--- src/rtl/mux4t1_pkg.sv ---
// Shared constants for the 4:1 select mux: default data width, select
// encodings and a small parity helper.
// Optional feature macro used by this slice: MUX4T1_PARITY_EN.
package mux4t1_pkg;

    // Default width of each data input and of the outputs.
    localparam int unsigned DEF_WIDTH = 4;

    // Select-code encodings; every 2-bit code is a valid selection.
    typedef enum logic [1:0] {
        SEL_I0 = 2'd0,
        SEL_I1 = 2'd1,
        SEL_I2 = 2'd2,
        SEL_I3 = 2'd3
    } sel_e;

    // Even parity: XOR reduction of a DEF_WIDTH-bit word.
    function automatic logic even_parity(input logic [DEF_WIDTH-1:0] v);
        return ^v;
    endfunction

endpackage

--- src/rtl/mux4t1_sel_if.sv ---
// Bus bundle for mux4t1_sel: select code, four data inputs and the
// combinational and registered outputs.
// MUX4T1_PARITY_EN adds the registered parity bit o_par.
interface mux4t1_sel_if
    import mux4t1_pkg::*;
#(
    parameter int unsigned WIDTH = DEF_WIDTH
);

    logic [1:0]       s;
    logic [WIDTH-1:0] I0;
    logic [WIDTH-1:0] I1;
    logic [WIDTH-1:0] I2;
    logic [WIDTH-1:0] I3;
    logic [WIDTH-1:0] o;
    logic [WIDTH-1:0] o_q;
`ifdef MUX4T1_PARITY_EN
    logic             o_par;
`endif

    // Producer of select/data, consumer of the mux results.
    modport master (
        output s, I0, I1, I2, I3,
`ifdef MUX4T1_PARITY_EN
        input  o_par,
`endif
        input  o, o_q
    );

    // The mux itself.
    modport slave (
        input  s, I0, I1, I2, I3,
`ifdef MUX4T1_PARITY_EN
        output o_par,
`endif
        output o, o_q
    );

endinterface

--- src/rtl/mux4t1_sel_mux2t1.sv ---
// WIDTH-parameterised 2:1 multiplexer, the building block of the 4:1 tree.
// An unknown select drives all-X rather than merging the two inputs.
module mux2t1
#(
    parameter int unsigned WIDTH = 4
) (
    input  logic             sel,
    input  logic [WIDTH-1:0] a,
    input  logic [WIDTH-1:0] b,
    output logic [WIDTH-1:0] y
);

    // Pure combinational select: sel=0 -> a, sel=1 -> b.
    always_comb begin
        y = 'x;
        case (sel)
            1'b0:    y = a;
            1'b1:    y = b;
            default: y = 'x;
        endcase
    end

endmodule

--- src/rtl/mux4t1_sel.sv ---
// 4:1 WIDTH-bit mux with a zero-latency output o and a registered copy
// o_q (1-cycle latency, synchronous active-high reset to zero).
// Built as a two-level mux2t1 tree: s[0] picks within pairs, s[1] picks
// the pair. MUX4T1_PARITY_EN adds o_par, the even parity of o_q.
module mux4t1_sel
    import mux4t1_pkg::*;
#(
    parameter int unsigned WIDTH = DEF_WIDTH
) (
    input  logic          clk,
    input  logic          rst,
    mux4t1_sel_if.slave   bus
);

    logic [WIDTH-1:0] lvl1_01;
    logic [WIDTH-1:0] lvl1_23;
    logic [WIDTH-1:0] o_mux;
    logic [WIDTH-1:0] o_q_r;

    mux2t1 #(.WIDTH(WIDTH)) u_mux_01 (
        .sel (bus.s[0]),
        .a   (bus.I0),
        .b   (bus.I1),
        .y   (lvl1_01)
    );

    mux2t1 #(.WIDTH(WIDTH)) u_mux_23 (
        .sel (bus.s[0]),
        .a   (bus.I2),
        .b   (bus.I3),
        .y   (lvl1_23)
    );

    mux2t1 #(.WIDTH(WIDTH)) u_mux_out (
        .sel (bus.s[1]),
        .a   (lvl1_01),
        .b   (lvl1_23),
        .y   (o_mux)
    );

    assign bus.o   = o_mux;
    assign bus.o_q = o_q_r;

    // Output register: captures the combinational result each edge; reset wins.
    always_ff @(posedge clk) begin
        if (rst) begin
            o_q_r <= '0;
        end else begin
            o_q_r <= o_mux;
        end
    end

`ifdef MUX4T1_PARITY_EN
    logic o_par_r;

    assign bus.o_par = o_par_r;

    // Parity register: computed from the value being loaded so it tracks o_q.
    always_ff @(posedge clk) begin
        if (rst) begin
            o_par_r <= 1'b0;
        end else begin
            o_par_r <= ^o_mux;
        end
    end
`endif

endmodule

--- src/flat_wrapper.sv ---
// flat-port wrapper written by rule: the top's interface ports become plain ports
module mux4t1_sel_flat import mux4t1_pkg::*;
#(
    parameter int unsigned WIDTH = DEF_WIDTH
)
  (clk, rst, bus_s, bus_I0, bus_I1, bus_I2, bus_I3, bus_o, bus_o_q);
  mux4t1_sel_if #(.WIDTH(WIDTH)) bus_i ();
  input  logic clk;
  input  logic rst;
  input wire logic [$bits(bus_i.s)-1:0] bus_s;
  input wire logic [$bits(bus_i.I0)-1:0] bus_I0;
  input wire logic [$bits(bus_i.I1)-1:0] bus_I1;
  input wire logic [$bits(bus_i.I2)-1:0] bus_I2;
  input wire logic [$bits(bus_i.I3)-1:0] bus_I3;
  output wire logic [$bits(bus_i.o)-1:0] bus_o;
  output wire logic [$bits(bus_i.o_q)-1:0] bus_o_q;
  assign bus_i.s = bus_s;
  assign bus_i.I0 = bus_I0;
  assign bus_i.I1 = bus_I1;
  assign bus_i.I2 = bus_I2;
  assign bus_i.I3 = bus_I3;
  assign bus_o = bus_i.o;
  assign bus_o_q = bus_i.o_q;
  mux4t1_sel #(.WIDTH(WIDTH)) u_core (.clk(clk), .rst(rst), .bus(bus_i));
endmodule
--- config.mk ---
export PLATFORM = sky130hd
export DESIGN_NAME = mux4t1_sel_flat
export DESIGN_NICKNAME = d
export VERILOG_FILES = /design/src/rtl/mux4t1_pkg.sv /design/src/rtl/mux4t1_sel_if.sv /design/src/rtl/mux4t1_sel_mux2t1.sv /design/src/rtl/mux4t1_sel.sv /design/src/flat_wrapper.sv
export SDC_FILE = /design/constraint.sdc
export NUM_CORES = 1
export LEC_CHECK = 0
export CORE_AREA = 4 4 41 43
export CTS_CLUSTER_SIZE = 30
export DETAILED_ROUTE_END_ITERATION = 10
export DIE_AREA = 0 0 45 47
export GPL_TIMING_DRIVEN = 0
export PLACE_DENSITY = 0.54
export SYNTH_ARGS = -nofsm -noshare
export SYNTH_HDL_FRONTEND = slang
export SYNTH_SLANG_ARGS = --single-unit
--- constraint.sdc ---
create_clock -name clk -period 1.7 [get_ports clk]
set_input_delay 0.34 -clock clk [delete_from_list [all_inputs] [get_ports clk]]
set_output_delay 0.34 -clock clk [all_outputs]
set_load 0.005 [all_outputs]
* Yosys cells after proc, flatten, opt, wreduce, memory -nomap -nowiden
Index checks and enable logic that the tools add are counted.
** Cells by class
- Muxes and demuxes :: 3
- Bitwise gates (word level) :: 2
** Operator list (count)
- $pmux W4 S2 :: 3
- $not A1 Y1 :: 2
** Storage, ports and cells
- Bits in registers :: 4
- Input bits :: 20
- Output and inout port bits :: 8

* Logic depth before layout (Yosys ltp)
Gate-level depths: netlist (run 1).
- Depth after elaboration :: 3
- Mapped depth :: 2
- Gate-level depth less buffers :: 2

* Hierarchy
Synthesis (run 1) repeated with hierarchy kept, for this count alone.
** Unflattened totals
- Cell total of the unflattened synthesis :: 20
- Area, all modules :: 240.2 um2
** Modules (own cells, without submodules)
- mux2t1 :: instances 3, cells each 4, area each 45.0 um2, seq. area each 0.0 um2
- mux4t1_sel :: instances 1, cells each 8, area each 105.1 um2, seq. area each 80.1 um2

* Least setup slack after synthesis (run 1)
Ideal clock, no wire load.
- Path kind :: input -> output
- From :: in bus_s[0]
- To :: out bus_o[3]
- Data arrival time :: 0.831 ns
- Data required time :: 1.360 ns
- Slack :: 0.529 ns
- Cell stages on the path :: 1
- Buffers on the path :: 0
- Cells stage by stage :: mux4_2
** On the way
- Word-level cells in the longest chain between the ends :: 3
** Ends and longest elaborated chain
- start, declared :: RTL line flat_wrapper.sv:10 : input wire logic [$bits(bus_i.s)-1:0] bus_s;
- $not A1 Y1 :: RTL line mux4t1_sel_mux2t1.sv:16 : case (sel)
- $pmux W4 S2 :: RTL line mux4t1_sel_mux2t1.sv:16
- $pmux W4 S2 * :: RTL line mux4t1_sel_mux2t1.sv:16
- end, declared :: RTL line flat_wrapper.sv:15 : output wire logic [$bits(bus_i.o)-1:0] bus_o;
Every way passes the cells marked *; elsewhere a longest branch is shown, timed or not.

* Worst setup path after layout (run 1)
- From :: in bus_I0[1]
- To :: out bus_o[1]
** On the way
- Word-level cells in the longest chain between the ends :: 2
** Ends and longest elaborated chain
- start, declared :: RTL line flat_wrapper.sv:11 : input wire logic [$bits(bus_i.I0)-1:0] bus_I0;
- $pmux W4 S2 (2 in series) :: RTL line mux4t1_sel_mux2t1.sv:16
No other way between the ends.

==> results of run 1 <==
==> critical path: cells and delay by family <==
| family | cells | cell delay [ps] |
|---|---|---|
| buffers and inverters | 2 | 540 |
| muxes | 1 | 460 |
==> worst min path at each step <==
| stage | start | to | slack, ps | depth (start not counted) |
|---|---|---|---|---|
| 6_report | bus_I1[2] | u_core.bus.o_q[2] | 600 | 3 |
| 5_1_grt | bus_I1[2] | u_core.bus.o_q[2] | 630 | 3 |
| 4_1_cts | bus_I3[2] | u_core.bus.o_q[2] | 690 | 3 |
| 3_5_place_dp | rst | u_core.bus.o_q[3] | 990 | 2 |
| 3_3_place_gp | rst | u_core.bus.o_q[3] | 980 | 2 |
| 2_1_floorplan | rst | u_core.bus.o_q[3] | 400 | 1 |
==> cell families (layout without fill, tap and decap cells) <==
logic type             Yosys count  after routing  share of synthesized area (%)
muxes                            4              4                           43.6
DFF                              4              4                           38.8
and+or+nand+nor                  4              4                           17.6
buffers and inverters            0             33                              0
==> final cells by class <==
type                            count  area (um^2)
Fill cell                         134          759
Tap cell                           15         18.8
Timing Repair Buffer               30          294
Sequential cell                     4         80.1
Multi-Input combinational cell      8          126
Clock buffer                        3         22.5
==> synth_stat cells (all sizes together) <==
cell type,instances
mux4,4
and2b,3
dfxtp,4
nor2b,1
==> repair_timing <==
item	in CTS	in global routing
resized for setup	28	8
setup buffers	3	0
endpoints found under the setup margin	4	4
==> power by group through the flow <==
stage | Sequential (mW) | Clock, mW | Combinational, mW
finish | 0.104 | 0.112 | 0.109
global route | 0.105 | 0.124 | 0.118
floorplan | 0.106 | 0 | 0.0280
CTS | 0.104 | 0.120 | 0.111
detailed placement | 0.106 | 0 | 0.114
global placement | 0.105 | 0 | 0.114
==> per-stage QoR <==
stage               instances  setup slack [ps]  cell area, um^2
detailed placement         54              -648              495
finish                     60              16.6              542
CTS                        60              5.81              518
global route               60              2.67              542
global placement           54              -635              495
floorplan                  12               529              206
==> layer usage <==
| metal | track usage [%] | vias to the layer above | routed length [um] |
|---|---|---|---|
| li1 | - | 115 | - |
| met1 | 6.94 | 109 | 219 |
| met2 | 15.3 | 27 | 348 |
| met3 | 4.21 | 2 | 140 |
| met4 | 8.77 | 0 | 6 |
| met5 | 0 | - | 0 |
==> summary.txt, run 1 <==
Run status
  • Status: complete, no violations

STA
  • Setup TNS: 0 ps
  • Hold_ws: 597 ps
  • Fin. Hold Viols: 0
  • Relative slew slack: 88.1%
  • Max Fclk: 0.594 GHz
  • Worst-margin pin slew: 179 ps
  • Period minus WS final: 1680 ps
  • Setup violators final: 0
  • Slew Viols, Final: 0
  • Crit share post-route: 99.0%
  • RSZ-0062 raised after global routing: false

Floorplanning
  • Die area: 2120 um^2
  • Die H: 47 um
  • Core Footprint: 1300 um^2
  • I/O pins: 28
  • Die W: 45 um
  • Starting density of the core: 15.9%
  • Row cnt: 13

Worst hold path
  • Hold crit path type: in2reg

Final layout
  • Commonest non-fill, non-tap cells in the layout: dlygate4sd2_1 (8), dlymetal6s2s_1 (7), clkdlybuf4s50_1 (7), mux4_2 (4), dfxtp_1 (4)
  • Nets: 67
  • Area growth from synthesis to layout: 162%
  • Ant diodes: 0
  • Layout cells sized above 1: 35.6%
  • Commonest non-fill, non-tap cell in the layout: dlygate4sd2_1
  • Max reg flops: 4
  • Final core occ: 41.6%

Global routing
  • Initial antenna violation count: 0
  • Total GRT Usage: 8.74%
  • Vias in the first global route: 330
  • First-pass GRT wire length: 1210 um
  • Grt ovf: 0
  • Largest net degree at the start of global routing: 5

Clocking
  • Clock Path Buffers: 2
  • Hold_buf cts: 0
  • Root Buffer: clkbuf_4
  • CTS tree: built
  • H-tree levels: 1
  • Clock sink total: 4
  • Clock slew at reported path FFs: 30 ps
  • Total CTS buffers: 3

Worst setup path
  • Max incr delay on CP: 460 ps
  • Critical setup path kind: in2out
  • Crit path capture: bus_o[1]
  • CP max-delay cell: mux4_2
  • CP cell instances: clkdlybuf4s50_1, mux4_2, buf_2
  • Arrival time worst endpoint: 1340 ps
  • Startpoint types: primary input
  • Data required, critical path: 1360 ps
  • CP max FO: 2
  • Critical path origin: bus_I0[1]
  • Setup crit end kind: output pin

Synth
  • Syn Inst Count: 12
  • Sequential fraction of the synthesis area: 38.8%
  • Post-synth top area share: 43.6%
  • Mapped cell area: 206 um^2
  • Avg Cell Area, Syn: 17.2 um^2
  • Library cells used by synthesis: 4
  • Ys Warns: 0
  • Leading area contributor after synthesis: mux4_2
  • #FFs+latches synth: 4
  • Area contributors post-synth: mux4_2 (44%), dfxtp_1 (39%), and2b_1 (11%)
  • Post-Syn Nets: 32

Route
  • Routed WL per cell: 11.9 um
  • Post-route DRC: 0
  • Vias: 253
  • Detailed-route vias per instance: 4.22
  • Routed wire length: 714 um
  • Pre-antenna DRT Iters: 1
  • Iter 0 DRT Violations: 0
  • Routed Antenna Nets: 0

Pwr
  • Pleak: 0.295 nW
  • Sequential share of power: 32.0%
  • Pwr dens: 600 nW/um^2
  • Total power: 0.325 mW
  • Sw Ratio: 19.6%
  • Internal: 0.261 mW
  • Part of the power in combinational logic: 33.5%
  • Clk network pwr share: 34.5%
  • Switch Pwr: 0.0639 mW
  • Max IR drop VDD: 188 uV

Placement
  • Gpl congestion: 0.729
  • Number of port buffers: 27
  • Placed wire-length estimate: 664 um

Job
  • Max cap viols: 0
Note: power is estimated with default switching activity, not from simulation.
==> run 2, diff against run 1 <==
Settings changed: DONT_BUFFER_PORTS from default to 1, PLACE_DENSITY 0.54 to 0.3.
==> run 2 against run 1 <==
Effect of this change:
- power fell by 23%
- sequential cell count did not move
- utilization fell by 23 points
- worst setup slack better by 490 ps
- hold slack worse by 430 ps
- final cell count is 50% lower
- count of clock-buffer cells in the layout stayed put
- critical path type unchanged
==> summary.txt, run 2 (synthesis gave the netlist of run 1 again) <==
STA
  • Max Fclk: 0.841 GHz (+42%)
  • Relative slew slack: 93.0% (+5.0 points)
  • Slew Viols, Final: 0 (unchanged)
  • Setup TNS: 0 ps (unchanged)
  • Crit share post-route: 70.0% (-29 points)
  • Fin worst setup slack: 511 ps (+494 ps)
  • Setup violators final: 0 (unchanged)
  • Fin. Hold Viols: 0 (unchanged)
  • Worst-margin pin slew: 104 ps (-74.4 ps)
  • Period minus WS final: 1190 ps (-494 ps)
  • RSZ-0062 raised after global routing: false

Global routing
  • Vias in the first global route: 175 (-47%)
  • Total GRT Usage: 5.87% (-2.9 points)
  • Grt ovf: 0 (unchanged)
  • Initial antenna violation count: 0 (unchanged)
  • Largest net degree at the start of global routing: 5 (unchanged)
  • First-pass GRT wire length: 800 um (-34%)

Worst setup path
  • Data required, critical path: 1360 ps (about the same)
  • CP max-delay cell: mux4_2
  • Max incr delay on CP: 510 ps (+50 ps)
  • CP bufs+invs: 0 (-2)
  • Startpoint types: primary input
  • CP max FO: 4 (+2)
  • Setup crit end kind: output pin
  • Critical setup path kind: in2out
  • CP cell instances: mux4_2
  • Arrival time worst endpoint: 850 ps (-490 ps)
  • CP top delay family: multiplexers

Final layout
  • Area growth from synthesis to layout: 20.0%
  • Layout cells sized above 1: 53.3% (+18 points)
  • Ant diodes: 0 (unchanged)
  • Commonest non-fill, non-tap cells in the layout: mux4_2 (4), dfxtp_1 (4), and2b_1 (3), clkbuf_4 (3), nor2b_4 (1)
  • Max reg flops: 4 (unchanged)
  • Fin area: 248 um^2 (-54%)
  • Nets: 37 (-45%)

Route
  • Detailed-route vias per instance: 4.17 (-1.2%)
  • Routed Antenna Nets: 0 (unchanged)
  • Pre-antenna DRT Iters: 1 (unchanged)
  • Post-route DRC: 0 (unchanged)
  • Routed WL per cell: 18.3 um (+54%)
  • Routed wire length: 549 um (-23%)
  • Iter 0 DRT Violations: 0 (unchanged)
  • Vias: 125 (-51%)

Clocking
  • Resize count post-CTS: 0 (-100%)
  • Clock Path Buffers: 2 (unchanged)
  • Hold_buf cts: 0 (unchanged)
  • Total CTS buffers: 3 (unchanged)
  • Root Buffer: clkbuf_4
  • H-tree levels: 1 (unchanged)
  • Number of post-CTS setup repair buffers: 0 (-3)
  • Clock slew at reported path FFs: 40 ps (about the same)
  • CTS tree: built
  • Clock sink total: 4 (unchanged)

Placement
  • Gpl congestion: 0.522 (-28%)
  • Dpl ws: 499 ps (+1150 ps)
  • Number of port buffers: 0 (-100%)
  • Placed Area: 225 um^2 (-55%)

Floorplanning
  • Die H: 47 um (unchanged)
  • Starting density of the core: 15.9% (unchanged)
  • Die area: 2120 um^2 (unchanged)
  • Core Footprint: 1300 um^2 (unchanged)
  • Row cnt: 13 (unchanged)
  • I/O pins: 28 (unchanged)
  • Die W: 45 um (unchanged)

Pwr
  • Pleak: 0.0958 nW (-68%)
  • Max IR drop VDD: 127 uV (-32%)
  • Pwr dens: 1010 nW/um^2 (+68%)

Worst hold path
  • Hold crit path type: in2reg

Job
  • Max cap viols: 0 (unchanged)

Run status
  • Status: complete, no violations
[run 2: path summary, 6_finish.rpt]
kind | start | to | depth (start not counted)
worst max-delay path | bus_s[0] | bus_o[3] | 1
worst min-delay path | rst | u_core.bus.o_q[3] | 1
[run 2: per-layer routing]
layer  part of all wire, %  routed length, um  GRT usage (%)
met1                    31                169           5.06
met2                    56                308           8.47
met3                    13                 71           2.68
met4                     0                  0           8.77
met5                     0                  0              0
[run 2: final cells by class]
type | count | area, um^2
Clock buffer | 3 | 22.5
Fill cell | 149 | 1050
Multi-Input combinational cell | 8 | 126
Sequential cell | 4 | 80.1
Tap cell | 15 | 18.8
[run 2: power breakdown]
part           switching (mW)  internal [mW]  leakage (nW)
Clock                  0.0348         0.0787        0.0138
Combinational         0.00912         0.0219        0.0486
Sequential            0.00328          0.102        0.0333
Total                  0.0472          0.203        0.0958
[run 2: through the flow]
stage | instances | util, % | hold WS (ps) | total power, mW
6_report | 30 | 19.0 | 170 | 0.250
5_1_grt | 30 | 19.0 | 157 | 0.267
4_1_cts | 30 | 19.0 | 159 | 0.260
3_5_place_dp | 27 | 17.3 | 408 | 0.140
3_3_place_gp | 27 | 17.3 | 407 | 0.140
2_1_floorplan | 12 | - | 404 | 0.134
==> run 3, diff against run 2 <==
Clock period 1.7 ns to 1 ns, I/O delays scaled along.
==> results of run 3 <==
Same layout as run 2 (identical final DEF). Status: complete, no violations.
Main changes from that run: setup slack after placement 499 ps -> -11.5 ps; setup slack after layout 511 ps -> 90.8 ps; hold slack 170 ps -> 29.9 ps; total power 0.250 mW -> 0.425 mW; worst IR drop on VDD 127 uV -> 216 uV
